**config.mk**
```make
export PLATFORM = sky130hd
export DESIGN_NAME = filter_fir_inverse
export DESIGN_NICKNAME = d
export VERILOG_FILES = /design/src/rtl/filter_fir_inverse.sv
export SDC_FILE = /design/constraint.sdc
export NUM_CORES = 1
export LEC_CHECK = 0
export BUFFER_PORTS_ARGS = -buffer_cell sky130_fd_sc_hd__buf_4
export CAP_MARGIN = 40
export CORE_MARGIN = 5
export CORE_UTILIZATION = 40
export CTS_CLUSTER_DIAMETER = 100
export DETAILED_ROUTE_END_ITERATION = 10
export MAX_ROUTING_LAYER = met4
export PLACE_DENSITY = 0.56
export SLEW_MARGIN = 20
export SYNTH_ARGS = -nofsm -noshare
export SYNTH_HDL_FRONTEND = slang
export SYNTH_SLANG_ARGS = --single-unit
```
**constraint.sdc**
```tcl
create_clock -name clk -period 6.8 [get_ports clk]
set_clock_uncertainty 0.1 [all_clocks]
set_input_delay 0.68 -clock clk [delete_from_list [all_inputs] [get_ports clk]]
set_output_delay 0.68 -clock clk [all_outputs]
set_load 0.005 [all_outputs]
```
**src/rtl/filter_fir_inverse.sv**
```systemverilog
// filter_fir_inverse: bit-exact inverse of the team's recursive link filter.
// Recovers NB_OUTPUT-bit samples with one-cycle latency. Define FILTER_INV_SAT_EN for output clamping and the saturation counter.

module filter_fir_inverse #(
  parameter int NB_INPUT  = 12,
  parameter int NB_OUTPUT = 8,
  parameter int NB_ACC    = 14,
  parameter int NB_CNT    = 8
) (
  input  logic                        clk,
  input  logic                        rst_n,
  input  logic                        clear,
  input  logic                        in_valid,
  input  logic signed [NB_INPUT-1:0]  y,
  output logic                        out_valid,
  output logic signed [NB_OUTPUT-1:0] x_hat,
  output logic                        sat,
  output logic [NB_CNT-1:0]           sat_count
);

  typedef enum logic {IDLE = 1'b0, RUN = 1'b1} state_t;

  state_t                      state_q, state_d;
  logic                        accept;

  logic signed [NB_INPUT-1:0]  y1_q, y2_q;
  logic signed [NB_OUTPUT-1:0] x1_q, x2_q, x3_q;
  logic signed [NB_INPUT-1:0]  y1_sh, y2_sh;
  logic signed [NB_ACC-1:0]    acc;
  logic signed [NB_OUTPUT-1:0] x_d;
  logic                        sat_d;

  logic                        out_valid_q;
  logic signed [NB_OUTPUT-1:0] x_hat_q;
  logic                        sat_q;

  function automatic logic signed [NB_ACC-1:0] sext_in(input logic signed [NB_INPUT-1:0] v);
    return {{(NB_ACC-NB_INPUT){v[NB_INPUT-1]}}, v};
  endfunction

  function automatic logic signed [NB_ACC-1:0] sext_out(input logic signed [NB_OUTPUT-1:0] v);
    return {{(NB_ACC-NB_OUTPUT){v[NB_OUTPUT-1]}}, v};
  endfunction

`ifdef FILTER_INV_SAT_EN
  localparam logic signed [NB_ACC-1:0]    ACC_MAX = NB_ACC'((1 << (NB_OUTPUT-1)) - 1);
  localparam logic signed [NB_ACC-1:0]    ACC_MIN = -NB_ACC'(1 << (NB_OUTPUT-1));
  localparam logic signed [NB_OUTPUT-1:0] OUT_MAX = {1'b0, {(NB_OUTPUT-1){1'b1}}};
  localparam logic signed [NB_OUTPUT-1:0] OUT_MIN = {1'b1, {(NB_OUTPUT-1){1'b0}}};

  function automatic logic is_sat(input logic signed [NB_ACC-1:0] a);
    return (a > ACC_MAX) || (a < ACC_MIN);
  endfunction

  function automatic logic signed [NB_OUTPUT-1:0] clamp(input logic signed [NB_ACC-1:0] a);
    if (a > ACC_MAX) return OUT_MAX;
    if (a < ACC_MIN) return OUT_MIN;
    return a[NB_OUTPUT-1:0];
  endfunction
`endif

  // Shifts act on the stored NB_INPUT-bit values so truncation matches the forward filter.
  always_comb begin
    y1_sh = y1_q >>> 1;
    y2_sh = y2_q >>> 2;
    acc   = sext_in(y) - sext_in(y1_sh) - sext_in(y2_sh)
          + sext_out(x1_q) - sext_out(x2_q) - sext_out(x3_q);
  end

`ifdef FILTER_INV_SAT_EN
  always_comb begin
    x_d   = clamp(acc);
    sat_d = is_sat(acc);
  end
`else
  logic acc_unused_hi;
  always_comb begin
    x_d           = acc[NB_OUTPUT-1:0];
    sat_d         = 1'b0;
    acc_unused_hi = ^acc[NB_ACC-1:NB_OUTPUT];
  end
`endif

  always_comb begin
    state_d = state_q;
    accept  = 1'b0;
    case (state_q)
      IDLE: begin
        if (clear) begin
          state_d = IDLE;
        end else if (in_valid) begin
          state_d = RUN;
          accept  = 1'b1;
        end
      end
      RUN: begin
        if (clear) begin
          state_d = IDLE;
        end else if (in_valid) begin
          accept = 1'b1;
        end
      end
      default: state_d = IDLE;
    endcase
  end

  always_ff @(posedge clk) begin
    if (!rst_n) begin
      state_q <= IDLE;
    end else begin
      state_q <= state_d;
    end
  end

  // Result register stage: history shift and outputs, one cycle after acceptance.
  always_ff @(posedge clk) begin
    if (!rst_n || clear) begin
      y1_q        <= '0;
      y2_q        <= '0;
      x1_q        <= '0;
      x2_q        <= '0;
      x3_q        <= '0;
      out_valid_q <= 1'b0;
      x_hat_q     <= '0;
      sat_q       <= 1'b0;
    end else begin
      out_valid_q <= accept;
      if (accept) begin
        y2_q    <= y1_q;
        y1_q    <= y;
        x3_q    <= x2_q;
        x2_q    <= x1_q;
        x1_q    <= x_d;
        x_hat_q <= x_d;
        sat_q   <= sat_d;
      end
    end
  end

`ifdef FILTER_INV_SAT_EN
  logic [NB_CNT-1:0] sat_cnt_q, sat_cnt_d;

  always_comb begin
    sat_cnt_d = sat_cnt_q;
    if (accept && sat_d && (sat_cnt_q != {NB_CNT{1'b1}})) begin
      sat_cnt_d = sat_cnt_q + 1'b1;
    end
  end

  always_ff @(posedge clk) begin
    if (!rst_n || clear) begin
      sat_cnt_q <= '0;
    end else begin
      sat_cnt_q <= sat_cnt_d;
    end
  end

  assign sat_count = sat_cnt_q;
`else
  assign sat_count = '0;
`endif

  assign out_valid = out_valid_q;
  assign x_hat     = x_hat_q;
  assign sat       = sat_q;

endmodule

```
Word level (Yosys, flattened, before mapping)
Index checks and enable logic that the tools add are counted.
{"block": "op_classes", "n_mux": 2, "addsub": 5, "n_reduce_logical": 2}
{"op": "subtractor 8 bit", "count": 4}
{"op": "adder 8 bit", "count": 1}
{"op": "two-way mux 1 bit", "count": 2}
{"op": "logical NOT 1 bit", "count": 1}
{"op": "logical OR 1 bit", "count": 1}
{"block": "totals", "elab_cells": 15, "inputBits": 16, "register_bits": 45}

Logic depth before layout (Yosys ltp)
{"block": "depth", "word_depth": 5, "ltp_mapped": 13, "ltp_nobuf": 13}

Worst setup path after synthesis
OpenSTA, ideal clock, no wires.
{"block": "synth_timing", "kind": "input-to-reg", "startpoint": "input port y[1]", "endpoint": "register x1_q[7]", "slack_ps": 3091, "path_buffers": 0, "arrival_time_ps": 3514, "required_time_ps": 6605, "stages": 13, "path_cell_list": "inv_1 > fa_1 > inv_1 > fa_1 > inv_1 > fa_1 > inv_1 > ha_1 > a211oi_2 > o21ai_2 > a211o_1 > a21o_1 > o311ai_1"}
{"block": "synth_between", "elab_chain_cells": 5}
{"item": "start, declared", "line": "14", "source": "input logic signed [NB_INPUT-1:0] y,"}
{"item": "subtractor 8 bit (2 in series)", "line": "66", "source": "acc = sext_in(y) - sext_in(y1_sh) - sext_in(y2_sh)"}
{"item": "adder 8 bit", "line": "67", "source": "+ sext_out(x1_q) - sext_out(x2_q) - sext_out(x3_q);"}
{"item": "subtractor 8 bit (2 in series)", "line": "67"}
{"item": "end signal, assigned", "line": "120", "source": "x1_q <= '0;"}
{"item": "end signal, assigned", "line": "133", "source": "x1_q <= x_d;"}
{"item": "end, declared", "line": "27", "source": "logic signed [NB_OUTPUT-1:0] x1_q, x2_q, x3_q;"}
No other way between the ends.
A chain may end at the register's enable or synchronous reset.

Final worst setup path
{"block": "layout_timing", "startpoint": "input port y[1]", "endpoint": "register x1_q[6]"}
The elaborated chain is that of the path after synthesis.

==> results_dict.tcl <==
set metrics [dict create \
    status "complete, no violations" \
    hold_end "x3_q[3]" \
    gp_congestion 0.7377 \
    die-area_sq_um 8539 \
    worstSetupPathType "in -> reg" \
    synth_commonest_cells "inv_1, dfxtp_1, nor2_1" \
    setup-tns-final_ns 0 \
    ys_warn_count 0 \
    wl_met1_um 2084 \
    grt-ovfl-total 0 \
    met3_length_um 166 \
    initial_core_util_pct 40.43 \
    worst-r2r-cell-count 13 \
    synth_area_sq_um 2716 \
    hold_buffers 0 \
    top_layer "met4" \
    fin_area_sq_um 2989 \
    wl_per_cell_um 11.36 \
    timing.rr.start "x1_q[1]" \
    io_buffers 22 \
    clk_pin_slew_ns 0.07 \
    min_path_cells 2 \
    end_kind "flip-flop" \
    hold_start "x3_q[3]" \
    synth_largest_area_cell "dfxtp_1" \
    postRouteAntennaNets 0 \
    diodes 0 \
    cts.path.max_buffers 2 \
    worst-r2r-setup-slack_ns 3.25 \
    critical_path_required_ns 6.90 \
    slew_viol_final 0 \
    cts_tree "yes" \
    num_rows 30 \
    firstDrtPassIters 4 \
    p_per_area_nw_per_um2 242.5 \
    cts_buffers 5 \
    synth_top_area_share_pct 30.95 \
    first_iter_violations 29 \
    dp_cells 377 \
    ioPinCount 34 \
    relSlewSlack_pct 52.18 \
    yosysSeqAreaShare_pct 30.95 \
    fillCellCount 683 \
    post-route-period-util_pct 53.65 \
    r2r-end "x1_q[6]" \
    grt_pass1_vias 1796 \
    wl_met2_um 2022 \
    finalSetupViolCount 0 \
    cp-start-kind "primary input" \
    grt_pass1_wl_um 8079 \
    placed_cell_area_sq_um 2907 \
    leakagePower_nw 1.350 \
    antenna_found_initial 0 \
    post-cts-setup-buffers 0 \
    grt_max_degree 47 \
    layout-drive-gt1-share_pct 10.56 \
    synth_area_leaders "dfxtp_1, fa_1, mux2i_1, inv_1, nor2_1" \
    drt-total-wl_um 4352 \
    ys_async_sr_fraction_pct 0 \
    clock.fmax_ghz 0.2741 \
    vias 1719 \
    avgSynthCellArea_sq_um 9.531 \
    synth_edf_count 0 \
    synth_cells 285 \
    finalCriticalPeriod_ns 3.648 \
    worst-path-max-fanout 2 \
    ys_types 34 \
    final-hold-violation-count 0 \
    cts_sinks 42 \
    cts-root-buf "clkbuf_8" \
    area_delta_synth_final_pct 10.04 \
    min_path_type "reg -> reg" \
    dp_hpwl_um 3255 \
    via_per_inst 4.488 \
    synth_seq_cells 42 \
    arrival_ns 3.75 \
    route.detailed.drc 0 \
    synth_most_common_cell "inv_1" \
    chipHeight_um 92.41 \
    synthFlopType "dfxtp_1" \
    htreeDepth 2 \
    tightest_slew_ns 0.7174 \
    rsz0062_at_grt "false" \
    instances_no_fill 383 \
    peakVddDrop_mv 0.1433 \
    clkLatencyLatePin_ns 0.29 \
    post_cts_resized 0 \
    die_w_um 92.41 \
    grt_util_all_layers_pct 12.16 \
    layout.nets 355 \
    coreArea_sq_um 6719 \
    cap_violations 0 \
]
-- per-stage QoR --
stage	setup WS [ns]	hold slack, ns	utilization [%]	total power [mW]
after floorplan	3.091	0.3601	-	0.5114
after global placement	2.871	0.3763	43.26	0.5719
after detailed placement	2.855	0.3835	43.26	0.5754
after CTS	3.154	0.4039	44.49	0.7402
after global routing	2.973	0.4255	44.49	0.7991
final	3.152	0.3975	44.49	0.7249
-- critical path, stage by stage --
cell and delay (ns):
buf_4 0.09, inv_1 0.05, fa_1 0.53, inv_1 0.05, fa_1 0.48, inv_1 0.06, fa_1 0.52, inv_1 0.07
fa_1 0.43, a21o_1 0.19, a21oi_1 0.22, o21bai_1 0.12, a21o_1 0.18, o211ai_1 0.08
-- logic make-up after synthesis --
family / count (synthesis) / share of synthesized area, %
multiplexers: 37 / 13.63
AND/OR/NAND/NOR: 51 / 8.384
AO/OA/AOI/OAI: 22 / 5.712
XOR/XNOR: 13 / 4.468
other: 1 / 0.1381
flip-flops: 42 / 30.95
adder cells (fa/ha/maj): 35 / 23.58
buffers and inverters: 84 / 13.13
-- where the power goes --
part | internal [mW] | total, mW | leakage (nW) | switching [mW]
combinational | 0.138 | 0.292 | 0.967 | 0.154
clock | 0.0784 | 0.159 | 0.0431 | 0.0808
sequential | 0.259 | 0.274 | 0.340 | 0.0142
total | 0.476 | 0.725 | 1.35 | 0.249
-- cells in the final DEF, fill, tap and decap left out, types with 3 or more instances in the layout --
cell type  netlist  final
ha_1             8      8
inv_1           65     65
dfxtp_1         42     42
xor2_1           3      3
a21o_1           4      4
fa_1            27     27
xnor2_1          9      9
clkbuf_8         0      6
nor2_1          38     38
o21bai_1         3      3
mux2i_1         37     37
conb_1           1      9
a21oi_1          4      4
buf_4            9     23
-- sequential cells by signal (all words and copies together) (netlist names) --
signal     cells
x1_q           8
x2_q           8
y2_q           8
x3_q           8
out_valid      1
y1_q           9
-- area by class of cell --
type                            instances  area, sq um  area share, %
Inverter                               65        244.0          8.162
Multi-Input combinational cell        167         1549          51.82
Timing Repair Buffer                   23        172.7          5.776
Sequential cell                        42        840.8          28.13
Tap cell                               80        100.1          3.349
Clock buffer                            6        82.58          2.763
-- how the worst max path moves through the flow --
stage | from | to | depth (start not counted)
after floorplan | y[1] | x1_q[7] | 13
after global placement | y[1] | x1_q[6] | 14
after CTS | y[1] | x1_q[6] | 14
after detailed placement | y[1] | x1_q[7] | 14
after global routing | y[1] | x1_q[6] | 14
final | y[1] | x1_q[6] | 14
-- per-layer routing --
| metal | vias up | GRT usage [%] |
|---|---|---|
| met5 | - | - |
| met4 | 0 | 4.455 |
| met3 | 7 | 2.924 |
| met2 | 23 | 19.09 |
| met1 | 801 | 15.29 |
| li1 | 888 | - |
Note: power is estimated with default switching activity, not from simulation.
